[config.mk]
export PLATFORM = sky130hd
export DESIGN_NAME = serial_addsub_n
export DESIGN_NICKNAME = d
export VERILOG_FILES = /design/src/rtl/serial_addsub_n.sv
export SDC_FILE = /design/constraint.sdc
export NUM_CORES = 1
export LEC_CHECK = 0
export CORE_MARGIN = 1
export CORE_UTILIZATION = 52
export DETAILED_ROUTE_END_ITERATION = 10
export GPL_TIMING_DRIVEN = 0
export PLACE_DENSITY = 0.79
export SLEW_MARGIN = 20
export SYNTH_ARGS = -nofsm -noshare
export SYNTH_HDL_FRONTEND = slang
export SYNTH_SLANG_ARGS = --single-unit
export TNS_END_PERCENT = 50
[constraint.sdc]
create_clock -name clk_i -period 1.55 [get_ports clk_i]
set_input_delay 0.465 -clock clk_i [delete_from_list [all_inputs] [get_ports clk_i]]
set_output_delay 0.465 -clock clk_i [all_outputs]
set_load 0.02 [all_outputs]
[src/rtl/serial_addsub_n.sv]
// Bit-serial WIDTH-bit adder/subtractor, LSB first, with start/busy/done handshake.
// Outputs are registered from the FSM state, so busy/done trail the internal state by one clock.
module serial_addsub_n #(
    parameter int WIDTH = 8,
    parameter int CNT_W = $clog2(WIDTH)
) (
    input  logic             clk_i,
    input  logic             rst_i,
    input  logic             start_i,
    input  logic             sub_i,
    input  logic [WIDTH-1:0] a_i,
    input  logic [WIDTH-1:0] b_i,
    output logic [WIDTH:0]   result_o,
    output logic             overflow_o,
    output logic             busy_o,
    output logic             done_o
);

    localparam logic [1:0] ST_IDLE  = 2'd0;
    localparam logic [1:0] ST_SHIFT = 2'd1;
    localparam logic [1:0] ST_DONE  = 2'd2;
    localparam logic [CNT_W-1:0] CNT_LAST = CNT_W'(WIDTH - 1);
    localparam logic [CNT_W-1:0] CNT_ZERO = {CNT_W{1'b0}};

    function automatic logic sum_bit(input logic x, input logic y, input logic c);
        return x ^ y ^ c;
    endfunction

    function automatic logic maj_bit(input logic x, input logic y, input logic c);
        return (x & y) | (x & c) | (y & c);
    endfunction

    logic [1:0]       state_q, state_d;
    logic [WIDTH-1:0] sha_q, sha_d, shb_q, shb_d, res_q, res_d;
    logic [CNT_W-1:0] cnt_q, cnt_d;
    logic             carry_q, carry_d, sub_q, sub_d, msb_q, msb_d, ovf_q, ovf_d;
    logic [WIDTH:0]   result_q, result_d;
    logic             overflow_q, overflow_d, busy_q, busy_d, done_q, done_d;
    logic             sum_s, cout_s, load_s;
    logic [WIDTH-1:0] shb_load_s;

    assign sum_s      = sum_bit(sha_q[0], shb_q[0], carry_q);
    assign cout_s     = maj_bit(sha_q[0], shb_q[0], carry_q);
    assign shb_load_s = sub_i ? ~b_i : b_i;
    assign load_s     = start_i && ((state_q == ST_IDLE) || (state_q == ST_DONE));

    // Next-state and datapath update for one serial step.
    always_comb begin
        state_d    = state_q;
        sha_d      = sha_q;
        shb_d      = shb_q;
        res_d      = res_q;
        cnt_d      = cnt_q;
        carry_d    = carry_q;
        sub_d      = sub_q;
        msb_d      = msb_q;
        ovf_d      = ovf_q;
        result_d   = result_q;
        overflow_d = overflow_q;
        busy_d     = (state_q == ST_SHIFT);
        done_d     = (state_q == ST_DONE);

        case (state_q)
            ST_IDLE: begin
                state_d = ST_IDLE;
            end
            ST_SHIFT: begin
                sha_d   = {1'b0, sha_q[WIDTH-1:1]};
                shb_d   = {1'b0, shb_q[WIDTH-1:1]};
                res_d   = {sum_s, res_q[WIDTH-1:1]};
                carry_d = cout_s;
                cnt_d   = cnt_q - CNT_W'(1);
                if (cnt_q == CNT_ZERO) begin
                    // carry_q here is the carry into the MSB
                    msb_d   = cout_s ^ sub_q;
                    ovf_d   = carry_q ^ cout_s;
                    state_d = ST_DONE;
                end else begin
                    state_d = ST_SHIFT;
                end
            end
            ST_DONE: begin
                result_d   = {msb_q, res_q};
                overflow_d = ovf_q;
                state_d    = ST_IDLE;
            end
            default: begin
                state_d = ST_IDLE;
            end
        endcase

        if (load_s) begin
            state_d = ST_SHIFT;
            sha_d   = a_i;
            shb_d   = shb_load_s;
            sub_d   = sub_i;
            carry_d = sub_i;
            cnt_d   = CNT_LAST;
            res_d   = {WIDTH{1'b0}};
        end else begin
            sub_d = sub_q;
        end
    end

    // State registers with synchronous reset that discards any partial result.
    always_ff @(posedge clk_i) begin
        if (rst_i) begin
            state_q    <= ST_IDLE;
            sha_q      <= {WIDTH{1'b0}};
            shb_q      <= {WIDTH{1'b0}};
            res_q      <= {WIDTH{1'b0}};
            cnt_q      <= CNT_ZERO;
            carry_q    <= 1'b0;
            sub_q      <= 1'b0;
            msb_q      <= 1'b0;
            ovf_q      <= 1'b0;
            result_q   <= {(WIDTH + 1){1'b0}};
            overflow_q <= 1'b0;
            busy_q     <= 1'b0;
            done_q     <= 1'b0;
        end else begin
            state_q    <= state_d;
            sha_q      <= sha_d;
            shb_q      <= shb_d;
            res_q      <= res_d;
            cnt_q      <= cnt_d;
            carry_q    <= carry_d;
            sub_q      <= sub_d;
            msb_q      <= msb_d;
            ovf_q      <= ovf_d;
            result_q   <= result_d;
            overflow_q <= overflow_d;
            busy_q     <= busy_d;
            done_q     <= done_d;
        end
    end

    assign result_o   = result_q;
    assign overflow_o = overflow_q;
    assign busy_o     = busy_q;
    assign done_o     = done_q;

endmodule

==> summary.txt <==
Outcome
  – Run status: complete, no violations

Routing
  – DR vias: 1556
  – DRT antenna net count: 0
  – Iter 0 DRT Violations: 53
  – Drt wl/cell: 11.7 µm
  – DR pass1 iterations: 4
  – DRC: 0
  – Routed Wire Length: 3.50 mm
  – DR vias/cell: 5.20

Yosys
  – Unique masters post-synth: 28
  – Mapped Area: 0.00187 mm²
  – Syn Nets: 238
  – Yosys warns: 0
  – Sequential fraction of the synthesis area: 0.482
  – #FFs+latches synth: 45
  – Gate Count Post-Synth: 215
  – Avg Cell Area, Syn: 8.69 µm²

Final layout
  – Final std cells w/o fill: 299
  – Fin util: 0.660
  – Share of post-route cells with drive strength above 1: 0.150
  – Layout Area Growth over Synthesis: 19.8%
  – Antenna cells: 0
  – Design area: 0.00224 mm²
  – NumNets Final: 275

Critical path
  – Crit path max fanout: 10
  – Crit end category: flop
  – WP data arrival: 1.77 ns
  – Crit Path Category: input pin to flop
  – CP Launch Type: input pin
  – Worst path required time: 1.85 ns

Placement
  – Hpwl dp: 2.46 mm
  – Placed Area: 0.00223 mm²
  – Input/output buffers: 30
  – Dpl ws: -0.431 ns
  – Gpl congestion: 0.815
  – Dpl cells: 291

Clock tree
  – Clock tree buffer depth: 2
  – Post-CTS Hold Fix Bufs: 0
  – Clock transition at path regs: 0.14 ns
  – Clk_lat worst skew: 0.37 ns
  – Htree depth: 2
  – Clock tree root buffer cell: clkbuf_4
  – TritonCTS Buffers: 5
  – TritonCTS clock tree: yes
  – Clock sinks: 45

Floorplanning
  – Effective utilization at floorplan: 0.551
  – FP Rows: 21
  – Die Ht: 61.9 µm
  – Core Region: 0.00339 mm²
  – Die width: 61.9 µm
  – Ports: 32
  – Die area: 0.00384 mm²

STA
  – Unrepaired setup endpoints after global routing: no
  – Final hold vios: 0
  – Slew @ Worst Pin: 0.430 ns
  – Fin Clk Skew: 0.0102 ns
  – Slew Limit Fails: 0
  – FMAX: 678 MHz
  – Period utilisation layout: 0.952
  – Crit path time final: 1.48 ns
  – Post-route setup slack: 0.0747 ns
  – Slew HR: 0.713
  – Setup Viol. Count Final: 0

Run
  – Number of max-cap violations: 0

Global routing
  – GRT Util Overall: 0.204
  – Vias in the first global route: 1262
  – Total gr overflow: 0
  – Initial antenna violation count: 0
  – First-pass GRT wire length: 5.60 mm
  – Largest net degree at the start of global routing: 16

Power and ir drop
  – Leak Pwr: 0.000834 µW
  – Max rail drop VDD: 0.000715 V
  – Power Density: 986 mW/mm²

Min path
  – Hold Crit Class: flop to flop
## stage by stage
stage | hold WS, ns | power, µW | TNS (ns)
finish | 0.462 | 2210 | 0
global route | 0.487 | 2320 | 0
CTS | 0.463 | 2220 | 0
detailed placement | 0.447 | 1660 | -12.70
global placement | 0.442 | 1650 | -12.34
floorplan | 0.432 | 1540 | 0
## cell type report
| class | count | area, µm² |
|---|---|---|
| Clock buffer | 5 | 37.5 |
| Inverter | 3 | 11.3 |
| Sequential cell | 45 | 901 |
| Fill cell | 317 | 1150 |
| Buffer | 18 | 136 |
| Timing Repair Buffer | 30 | 250 |
| Tap cell | 46 | 57.6 |
| Multi-Input combinational cell | 149 | 823 |
| Clock inverter | 3 | 21.3 |
## sequential cells by signal (all words and copies together) (netlist names)
register / cells
result_o: 9
res_q: 8
sha_q: 8
shb_q: 8
cnt_q: 3
state_q: 2
busy_o: 1
carry_q: 1
done_o: 1
msb_q: 1
overflow_o: 1
ovf_q: 1
sub_q: 1
## placed cells by master (no fill, tap or decap), types with 5 or more instances in the layout
cell type        count
clkbuf_4             5
clkbuf_2            13
xor2_1               8
nor3_1               9
a22oi_1              5
dfxtp_1             45
buf_6                6
nand3_1              8
nor2_1               9
nand2_1             51
a21oi_1             28
a311oi_1             6
clkdlybuf4s50_1     18
## worst max-delay path, stage by stage
cell and delay [ns]:
clkdlybuf4s50_1 0.48, nor2b_1 0.35, buf_4 0.25, nand2_1 0.09
a21oi_1 0.14
## power by group
group	internal (µW)	switching, µW
sequential	1220	40.4
clock	180	396
combinational	181	187
total	1580	624
## kinds of logic (layout without fill, tap and decap cells)
| family | after synthesis | count (layout) | synth area share |
|---|---|---|---|
| adder cells (fa/ha/maj) | 3 | 3 | 0.0241 |
| flip-flops | 45 | 45 | 0.482 |
| buffers and inverters | 21 | 59 | 0.0770 |
| multiplexers | 1 | 1 | 0.00603 |
| AO/OA/AOI/OAI | 49 | 49 | 0.159 |
| AND/OR/NAND/NOR | 86 | 86 | 0.205 |
| XOR/XNOR | 10 | 10 | 0.0469 |
## Yosys cell counts
cell	n	share of area
nand2_1	51	0.10
dfxtp_1	45	0.48
a21oi_1	28	0.075
nor2_1	9	0.018
nor3_1	9	0.024
nand3_1	8	0.021
xor2_1	8	0.038
a311oi_1	6	0.028
buf_6	6	0.036
a22oi_1	5	0.020
a211oi_1	4	0.016
buf_2	4	0.011
buf_4	4	0.016
clkbuf_1	4	0.0080
o22ai_1	4	0.013
inv_1	3	0.0060
nand2b_1	3	0.010
ha_1	2	0.013
nor2b_1	2	0.0067
xnor2_1	2	0.0094
a31oi_1	1	0.0034
and2b_1	1	0.0040
and4bb_2	1	0.0067
fa_1	1	0.011
mux2_2	1	0.0060
nor2b_4	1	0.0074
o21ai_1	1	0.0027
or2b_1	1	0.0040
## repair_timing
action                     in CTS  in global routing
buffers inserted                0                  0
gates cloned                    0                  0
resized for setup              15                 23
setup endpoints to repair      25                 22
## path summary, 6_finish.rpt
check | endpoint | slack [ns] | startpoint | cells past startpoint
worst max-delay path | sub_q | 0.07 | start_i | 5
worst min-delay path | result_o[1] | 0.46 | result_o[1] | 2
worst max register to register | sub_q | 0.28 | state_q[0] | 4
worst min register to register | result_o[1] | 0.46 | result_o[1] | 2
## per-layer routing
| layer | GRT usage | wire (µm) | up-vias |
|---|---|---|---|
| met3 | 0.0745 | 184 | 8 |
| met1 | 0.256 | 1580 | 697 |
| li1 | - | - | 804 |
| met4 | 0.0667 | 68 | 0 |
| met5 | 0 | 0 | - |
| met2 | 0.327 | 1670 | 47 |
(Power assumes the default switching activity.)
